--- config.mk ---
export PLATFORM = sky130hd
export DESIGN_NAME = vga_sprite_renderer_flat
export DESIGN_NICKNAME = d
export VERILOG_FILES = /design/src/rtl/vga_sprite_renderer_if.sv /design/src/rtl/vga_sprite_renderer.sv /design/src/flat_wrapper.sv
export SDC_FILE = /design/constraint.sdc
export NUM_CORES = 1
export LEC_CHECK = 0
export CORE_MARGIN = 3
export CORE_UTILIZATION = 40
export CTS_CLUSTER_SIZE = 12
export DETAILED_ROUTE_END_ITERATION = 6
export DONT_BUFFER_PORTS = 1
export PLACE_DENSITY = 0.59
export SYNTH_ARGS = -nofsm -noshare
export SYNTH_HDL_FRONTEND = slang
export SYNTH_SLANG_ARGS = --single-unit
--- constraint.sdc ---
create_clock -name clk -period 5.6 [get_ports clk]
set_clock_uncertainty 0.05 [all_clocks]
set_input_delay 0.56 -clock clk [delete_from_list [all_inputs] [get_ports clk]]
set_output_delay 0.56 -clock clk [all_outputs]
set_load 0.005 [all_outputs]
--- src/rtl/vga_sprite_renderer_if.sv ---
// Sprite slot write bus between the game-state readout and the renderer's shadow bank.
interface vga_sprite_renderer_if #(
    parameter int COORD_W = 10,
    parameter int IDX_W   = 2
);
    // wrEn is a valid strobe with no ready: the renderer accepts every strobed write on that clk edge.
    logic               wrEn;
    logic [IDX_W-1:0]   wrIdx;
    logic [COORD_W-1:0] wrX;
    logic [COORD_W-1:0] wrY;
    logic [23:0]        wrColor;
    logic               wrVisible;

    modport master (output wrEn, wrIdx, wrX, wrY, wrColor, wrVisible);
    modport slave  (input  wrEn, wrIdx, wrX, wrY, wrColor, wrVisible);
endinterface

--- src/rtl/vga_sprite_renderer.sv ---
// VGA timing generator with a layered, frame-synchronous, double-buffered sprite renderer.
// Optional macro SPRITE_COLLISION_EN adds a per-frame sprite collision output.
module vga_sprite_renderer #(
    parameter int          H_DISPLAY        = 640,
    parameter int          H_FRONT          = 16,
    parameter int          H_SYNC           = 96,
    parameter int          H_BACK           = 48,
    parameter int          V_DISPLAY        = 480,
    parameter int          V_FRONT          = 10,
    parameter int          V_SYNC           = 2,
    parameter int          V_BACK           = 33,
    parameter int          COORD_W          = 10,
    parameter int          NUM_SPRITES      = 4,
    parameter int          SPRITE_SIZE      = 16,
    parameter int          CLK_DIV          = 2,
    parameter logic [23:0] BG_COLOR         = 24'h0C0AB5,
    parameter logic [23:0] MODE_COLOR_START = 24'hFFFFFF,
    parameter logic [23:0] MODE_COLOR_DEAD  = 24'hFF0000,
    parameter logic [23:0] MODE_COLOR_WON   = 24'h00FF00
) (
    input  logic                   clk,
    input  logic                   rstN,
    vga_sprite_renderer_if.slave   wr,
    input  logic [1:0]             modeIn,
    output logic [7:0]             red,
    output logic [7:0]             green,
    output logic [7:0]             blue,
    output logic                   hsync,
    output logic                   vsync,
    output logic                   blankN,
    output logic                   vgaClk,
    output logic                   frameStart,
    output logic [COORD_W-1:0]     hPos,
    output logic [COORD_W-1:0]     vPos
`ifdef SPRITE_COLLISION_EN
    ,
    output logic [NUM_SPRITES-1:0] collision
`endif
);
    localparam int H_TOTAL = H_DISPLAY + H_FRONT + H_SYNC + H_BACK;
    localparam int V_TOTAL = V_DISPLAY + V_FRONT + V_SYNC + V_BACK;
    localparam int DIV_W   = $clog2(CLK_DIV);

    localparam logic [COORD_W-1:0] H_LAST   = COORD_W'(H_TOTAL - 1);
    localparam logic [COORD_W-1:0] V_LAST   = COORD_W'(V_TOTAL - 1);
    localparam logic [COORD_W-1:0] H_DISP   = COORD_W'(H_DISPLAY);
    localparam logic [COORD_W-1:0] V_DISP   = COORD_W'(V_DISPLAY);
    localparam logic [COORD_W-1:0] HS_START = COORD_W'(H_DISPLAY + H_FRONT);
    localparam logic [COORD_W-1:0] HS_END   = COORD_W'(H_DISPLAY + H_FRONT + H_SYNC);
    localparam logic [COORD_W-1:0] VS_START = COORD_W'(V_DISPLAY + V_FRONT);
    localparam logic [COORD_W-1:0] VS_END   = COORD_W'(V_DISPLAY + V_FRONT + V_SYNC);
    localparam logic [DIV_W-1:0]   DIV_LAST = DIV_W'(CLK_DIV - 1);
    localparam logic [DIV_W-1:0]   DIV_HALF = DIV_W'(CLK_DIV / 2);
    localparam logic [COORD_W:0]   SIZE_EXT = (COORD_W + 1)'(SPRITE_SIZE);

    logic [DIV_W-1:0]   div_q;
    logic [COORD_W-1:0] hcount_q;
    logic [COORD_W-1:0] vcount_q;
    logic               tick;
    logic               commit;
    logic               idx_ok;

    logic [COORD_W-1:0] sh_x     [NUM_SPRITES];
    logic [COORD_W-1:0] sh_y     [NUM_SPRITES];
    logic [23:0]        sh_color [NUM_SPRITES];
    logic               sh_vis   [NUM_SPRITES];
    logic [COORD_W-1:0] act_x    [NUM_SPRITES];
    logic [COORD_W-1:0] act_y    [NUM_SPRITES];
    logic [23:0]        act_color[NUM_SPRITES];
    logic               act_vis  [NUM_SPRITES];
    logic [1:0]         mode_q;

    logic [NUM_SPRITES-1:0] hit;
    logic                   in_display;
    logic [23:0]            sprite_rgb;
    logic [23:0]            pix_rgb;
    logic [23:0]            rgb_q;

    assign tick   = (div_q == DIV_LAST);
    assign commit = tick && (hcount_q == H_LAST) && (vcount_q == V_LAST);
    assign idx_ok = (32'(wr.wrIdx) < NUM_SPRITES);
    assign vgaClk = (div_q >= DIV_HALF);
    assign hPos   = hcount_q;
    assign vPos   = vcount_q;
    assign red    = rgb_q[23:16];
    assign green  = rgb_q[15:8];
    assign blue   = rgb_q[7:0];

    always_ff @(posedge clk or negedge rstN) begin
        if (!rstN) begin
            div_q <= '0;
        end else if (tick) begin
            div_q <= '0;
        end else begin
            div_q <= div_q + 1'b1;
        end
    end

    always_ff @(posedge clk or negedge rstN) begin
        if (!rstN) begin
            hcount_q <= '0;
            vcount_q <= '0;
        end else if (tick) begin
            if (hcount_q == H_LAST) begin
                hcount_q <= '0;
                vcount_q <= (vcount_q == V_LAST) ? '0 : vcount_q + 1'b1;
            end else begin
                hcount_q <= hcount_q + 1'b1;
            end
        end
    end

    // Writes go to the shadow bank only; the picture reads the active bank, so nothing tears.
    always_ff @(posedge clk or negedge rstN) begin
        if (!rstN) begin
            for (int i = 0; i < NUM_SPRITES; i++) begin
                sh_x[i]     <= '0;
                sh_y[i]     <= '0;
                sh_color[i] <= '0;
                sh_vis[i]   <= 1'b0;
            end
        end else if (wr.wrEn && idx_ok) begin
            sh_x[wr.wrIdx]     <= wr.wrX;
            sh_y[wr.wrIdx]     <= wr.wrY;
            sh_color[wr.wrIdx] <= wr.wrColor;
            sh_vis[wr.wrIdx]   <= wr.wrVisible;
        end
    end

    // Non-blocking copy takes the pre-write shadow when a write shares the commit edge.
    always_ff @(posedge clk or negedge rstN) begin
        if (!rstN) begin
            for (int i = 0; i < NUM_SPRITES; i++) begin
                act_x[i]     <= '0;
                act_y[i]     <= '0;
                act_color[i] <= '0;
                act_vis[i]   <= 1'b0;
            end
            mode_q     <= 2'd0;
            frameStart <= 1'b0;
        end else begin
            frameStart <= commit;
            if (commit) begin
                for (int i = 0; i < NUM_SPRITES; i++) begin
                    act_x[i]     <= sh_x[i];
                    act_y[i]     <= sh_y[i];
                    act_color[i] <= sh_color[i];
                    act_vis[i]   <= sh_vis[i];
                end
                mode_q <= modeIn;
            end
        end
    end

    // One extra bit keeps X+SPRITE_SIZE from wrapping, so edge sprites clip instead.
    always_comb begin
        hit = '0;
        for (int i = 0; i < NUM_SPRITES; i++) begin
            hit[i] = act_vis[i]
                  && ({1'b0, hcount_q} >= {1'b0, act_x[i]})
                  && ({1'b0, hcount_q} <  ({1'b0, act_x[i]} + SIZE_EXT))
                  && ({1'b0, vcount_q} >= {1'b0, act_y[i]})
                  && ({1'b0, vcount_q} <  ({1'b0, act_y[i]} + SIZE_EXT));
        end
    end

    always_comb begin
        in_display = (hcount_q < H_DISP) && (vcount_q < V_DISP);
        sprite_rgb = BG_COLOR;
        for (int i = NUM_SPRITES - 1; i >= 0; i--) begin
            if (hit[i]) begin
                sprite_rgb = act_color[i];
            end
        end
        case (mode_q)
            2'd1:    pix_rgb = MODE_COLOR_START;
            2'd2:    pix_rgb = MODE_COLOR_DEAD;
            2'd3:    pix_rgb = MODE_COLOR_WON;
            default: pix_rgb = sprite_rgb;
        endcase
        if (!in_display) begin
            pix_rgb = '0;
        end
    end

    always_ff @(posedge clk or negedge rstN) begin
        if (!rstN) begin
            rgb_q  <= '0;
            blankN <= 1'b0;
            hsync  <= 1'b1;
            vsync  <= 1'b1;
        end else if (tick) begin
            rgb_q  <= pix_rgb;
            blankN <= in_display;
            hsync  <= !((hcount_q >= HS_START) && (hcount_q < HS_END));
            vsync  <= !((vcount_q >= VS_START) && (vcount_q < VS_END));
        end
    end

`ifdef SPRITE_COLLISION_EN
    logic [NUM_SPRITES-1:0] pair_hit;
    logic [NUM_SPRITES-1:0] sticky_q;

    always_comb begin
        pair_hit = '0;
        for (int i = 0; i < NUM_SPRITES; i++) begin
            pair_hit[i] = hit[i] && ((hit & ~(NUM_SPRITES'(1) << i)) != '0);
        end
    end

    always_ff @(posedge clk or negedge rstN) begin
        if (!rstN) begin
            sticky_q  <= '0;
            collision <= '0;
        end else if (commit) begin
            collision <= sticky_q;
            sticky_q  <= '0;
        end else if (tick && in_display) begin
            sticky_q <= sticky_q | pair_hit;
        end
    end
`endif

endmodule

--- src/flat_wrapper.sv ---
// flat-port wrapper written by rule: the top's interface ports become plain ports
module vga_sprite_renderer_flat 
#(
    parameter int          H_DISPLAY        = 640,
    parameter int          H_FRONT          = 16,
    parameter int          H_SYNC           = 96,
    parameter int          H_BACK           = 48,
    parameter int          V_DISPLAY        = 480,
    parameter int          V_FRONT          = 10,
    parameter int          V_SYNC           = 2,
    parameter int          V_BACK           = 33,
    parameter int          COORD_W          = 10,
    parameter int          NUM_SPRITES      = 4,
    parameter int          SPRITE_SIZE      = 16,
    parameter int          CLK_DIV          = 2,
    parameter logic [23:0] BG_COLOR         = 24'h0C0AB5,
    parameter logic [23:0] MODE_COLOR_START = 24'hFFFFFF,
    parameter logic [23:0] MODE_COLOR_DEAD  = 24'hFF0000,
    parameter logic [23:0] MODE_COLOR_WON   = 24'h00FF00
)
  (clk, rstN, modeIn, red, green, blue, hsync, vsync, blankN, vgaClk, frameStart, hPos, vPos, wr_wrEn, wr_wrIdx, wr_wrX, wr_wrY, wr_wrColor, wr_wrVisible);
  vga_sprite_renderer_if #(.COORD_W(COORD_W), .IDX_W(2)) wr_i ();
  input  logic clk;
  input  logic rstN;
  input  logic [1:0] modeIn;
  output logic [7:0] red;
  output logic [7:0] green;
  output logic [7:0] blue;
  output logic hsync;
  output logic vsync;
  output logic blankN;
  output logic vgaClk;
  output logic frameStart;
  output logic [COORD_W-1:0] hPos;
  output logic [COORD_W-1:0] vPos;
  input wire logic [$bits(wr_i.wrEn)-1:0] wr_wrEn;
  input wire logic [$bits(wr_i.wrIdx)-1:0] wr_wrIdx;
  input wire logic [$bits(wr_i.wrX)-1:0] wr_wrX;
  input wire logic [$bits(wr_i.wrY)-1:0] wr_wrY;
  input wire logic [$bits(wr_i.wrColor)-1:0] wr_wrColor;
  input wire logic [$bits(wr_i.wrVisible)-1:0] wr_wrVisible;
  assign wr_i.wrEn = wr_wrEn;
  assign wr_i.wrIdx = wr_wrIdx;
  assign wr_i.wrX = wr_wrX;
  assign wr_i.wrY = wr_wrY;
  assign wr_i.wrColor = wr_wrColor;
  assign wr_i.wrVisible = wr_wrVisible;
  vga_sprite_renderer #(.H_DISPLAY(H_DISPLAY), .H_FRONT(H_FRONT), .H_SYNC(H_SYNC), .H_BACK(H_BACK), .V_DISPLAY(V_DISPLAY), .V_FRONT(V_FRONT), .V_SYNC(V_SYNC), .V_BACK(V_BACK), .COORD_W(COORD_W), .NUM_SPRITES(NUM_SPRITES), .SPRITE_SIZE(SPRITE_SIZE), .CLK_DIV(CLK_DIV), .BG_COLOR(BG_COLOR), .MODE_COLOR_START(MODE_COLOR_START), .MODE_COLOR_DEAD(MODE_COLOR_DEAD), .MODE_COLOR_WON(MODE_COLOR_WON)) u_core (.clk(clk), .rstN(rstN), .wr(wr_i), .modeIn(modeIn), .red(red), .green(green), .blue(blue), .hsync(hsync), .vsync(vsync), .blankN(blankN), .vgaClk(vgaClk), .frameStart(frameStart), .hPos(hPos), .vPos(vPos));
endmodule
==> impl_metrics.yaml <==
status:
  run_status: "finished with violations"
  violations: "hold timing"
die:
  fp-row-count: 82
  dieArea_um2: 53700
  die_x_um: 231.7
  core_area_um2: 50270
  ios: 101
  initial_core_util_pct: 40.54
  die_h_um: 231.7
grt:
  groute.usage.overall_pct: 19.41
  grt_pass1_vias: 14300
  antenna_found_initial: 1
  grt_pass1_wl_um: 82000
  grt_max_degree: 412
  grt_remaining_overflow: 0
detailed_routing:
  dr_total_vias: 13540
  wl_per_cell_um: 21.17
  drcViolationCount: 0
  routed_via_density: 5.565
  drtAntennaViolNets: 0
  drtPass1Iterations: 5
  drt-total-wl_um: 51530
  drtIter0Drc: 844
synthesis:
  synth_warnings: 0
  synth_compound_area_share_pct: 11.69
  synth_top_family_by_area: "multiplexers"
  yosysSeqAreaShare_pct: 50.47
  synth-edff-count: 0
  synth_nets: 1925
  synth-seq-cells: 411
  synthSimpleGateAreaFrac_pct: 7.888
  yosys.area_share.adder_pct: 8.778
  synthesis.area_um2: 20380
  synth_top_flop_cell: "dfrtp_1"
  syn_avg_cell_area_um2: 11.78
  synth-xor-area-share_pct: 1.934
  synthCells: 1730
  async_flop_share_pct: 100.0
  synth_cell_types: 68
  synthMuxAreaShare_pct: 15.57
sta:
  finalCriticalPeriod_ps: 4228
  drv_slew: 0
  setup_viol_count_final: 0
  fin_crit_sh_pct: 75.51
  final_hold_viol_count: 411
  worstMarginPinSlew_ps: 1208
  timing.fmax_mhz: 236.5
  rsz0062_at_grt: "no"
  holdWs_ps: -378.7
  tns_ps: 0
  slew_headroom_pct: 19.25
cts:
  root_buffer: "clkbuf_16"
  clk_pin_slew_ps: 60
  clock_path_buffers: 3
  cts-buffers-inserted: 46
  post_cts_resized: 0
  cts_sinks: 411
  htree_levels: 2
  cts_tree: "yes"
  clkLatencyLatePin_ps: 590
placement:
  dpl.hpwl_um: 32920
  routabilityCongestion: 0.8584
  dpl_cell_area_um2: 21160
  io_buffers: 0
pwr:
  switching_share_pct: 21.85
  switching_power_mw: 1.457
  irDropWorstVdd_uv: 229.8
  powerDensity_nw_per_um2: 293.8
  leakagePower_nw: 10.11
  comb_power_share_pct: 4.2
  power_mw: 6.666
  clkPwrFrac_pct: 45.7
  p_int_mw: 5.209
  pwr-share-seq_pct: 50.1
critical_path:
  worstSetupStartpoint: "u_core.act_y[36]"
  critPathRequiredTime_ps: 6030
  worst_r2r_path_depth: 12
  worstPathMaxFanout: 47
  path_class: "flop to flop"
  r2r_slack_ps: 1370
  critPathArrivalTime_ps: 4660
  reg2reg_from: "u_core.act_y[36]"
  cp-start-kind: "flop"
  critPathCaptureType: "flop"
  reg2reg_to: "u_core.rgb_q[2]"
cells_and_area:
  final_cell_area_um2: 22690
  nFillCells: 4651
  areaGrowthSynthToFinish_pct: 11.34
  fin_util_pct: 45.14
  layout-drive-gt1-share_pct: 18.67
  nets: 1922
  antenna_cells: 0
job:
  drv_cap: 0
hold_path:
  hold_path.class: "primary input to asynchronous set/reset pin"
==> what timing repair did <==
| action | in CTS | in global routing |
|---|---|---|
| endpoints found under the hold margin | 411 | 411 |
| buffers inserted | 0 | 0 |
| endpoints found under the setup margin | 0 | 0 |
==> layout by cell type (no fill, tap or decap), types with 5 or more instances in the layout <==
cell       count
mux2_1        81
a21boi_0       9
clkbuf_16     46
o311ai_0       7
nor3_1        13
nor2b_1        8
nand2_1      113
xor2_1         6
ha_1         143
clkbuf_8      10
o21ai_1       90
a21o_1        21
mux2_2       200
a211oi_1      23
o211ai_1       6
inv_2          7
nand2b_1      12
buf_4         29
a221oi_2       7
clkbuf_1      11
a21oi_1       50
o21a_1        13
o22ai_1        5
nand4_1       20
clkinv_2      10
a22oi_1       15
xnor2_1       39
dfrtp_1      409
a2111oi_0     11
o31ai_1        5
a221o_1        9
nor2_1        37
nand3_1       36
o311ai_1      10
nand3b_1       8
o21ai_0       33
nand4b_1      24
and3_1         7
inv_1         97
a41oi_1       17
==> critical path, stage by stage (launching register included) <==
cell and delay [ps]:
dfrtp_1 410, inv_2 70, nor3_1 270, nand3_1 130
xnor2_1 140, ha_1 190, or4_1 550, or4_1 420
o22ai_1 200, o32a_2 480, and3_4 620, a2111oi_0 170
a221o_1 380
==> Yosys cell counts, types with 21 or more instances <==
cell / count / area share [%]
dfrtp_1: 409 / 50
mux2_2: 200 / 11
ha_1: 143 / 8.8
nand2_1: 113 / 2.1
inv_1: 97 / 1.8
o21ai_1: 90 / 2.2
mux2_1: 81 / 4.5
clkbuf_1: 58 / 1.1
a21oi_1: 50 / 1.2
xnor2_1: 39 / 1.7
nor2_1: 38 / 0.70
nand3_1: 37 / 0.91
o21ai_0: 33 / 0.81
nand4b_1: 24 / 1.0
a211oi_1: 23 / 0.85
a21o_1: 21 / 0.77
==> kinds of logic after synthesis <==
group	Yosys count
compound gates	354
xor+xnor	45
flops	411
mux	282
buf+inv	187
simple gates	308
fa+ha+maj	143
==> how the worst max path moves through the flow <==
stage	cells after the start	slack, ps	to
2_1_floorplan	15	2280	u_core.rgb_q[18]
3_3_place_gp	12	1520	u_core.rgb_q[4]
3_5_place_dp	12	1390	u_core.rgb_q[2]
4_1_cts	12	1380	u_core.rgb_q[2]
5_1_grt	12	1110	u_core.rgb_q[5]
6_report	12	1370	u_core.rgb_q[2]
==> sequential cells by signal, indices dropped and copies added, names as in the netlist <==
| name | cells |
|---|---|
| u_core.sh_color | 96 |
| u_core.mode_q | 2 |
| u_core.act_y | 40 |
| u_core.rgb_q | 24 |
| u_core.vPos | 10 |
| u_core.blankN | 1 |
| u_core.act_vis | 4 |
| u_core.frameStart | 1 |
| u_core.sh_x | 40 |
| u_core.act_x | 40 |
| u_core.sh_vis | 4 |
| u_core.hsync | 1 |
| u_core.act_color | 96 |
| u_core.hPos | 10 |
| u_core.vsync | 1 |
| u_core.sh_y | 40 |
| u_core.div_q | 1 |
==> area by class of cell <==
class	count	area [um^2]	share of cell area (%)
Sequential cell	411	10290	45.33
Multi-Input combinational cell	1132	9384	41.35
Clock buffer	67	1330	5.861
Tap cell	672	840.8	3.705
Inverter	105	394.1	1.737
Timing Repair Buffer	31	257.7	1.136
Clock inverter	16	198.9	0.8767
==> power by group through the flow <==
stage / sequential (mW) / clock [mW] / combinational, mW
after floorplan: 3.35 / 0 / 0.248
after global placement: 3.38 / 0 / 0.272
after detailed placement: 3.39 / 0 / 0.285
after CTS: 3.34 / 3.13 / 0.286
after global routing: 3.37 / 3.26 / 0.306
final: 3.34 / 3.05 / 0.280
==> metrics by stage <==
stage	instances	hold slack, ps	worst slack, ps
after global placement	2351	226.2	1517
after detailed placement	2351	226.0	1387
after global routing	2434	-406.5	1113
after CTS	2434	-407.7	1383
after floorplan	1730	214.4	2282
final	2434	-378.7	1372
==> metal layers <==
metal,part of all wire [%],vias to the layer above,global-route usage (%)
met4,2.6,0,6.216
met5,0,-,0
met2,47,284,32.03
li1,-,6304,-
met3,6.0,86,4.686
met1,44,6870,25.19
Note: power is estimated with default switching activity, not from simulation.
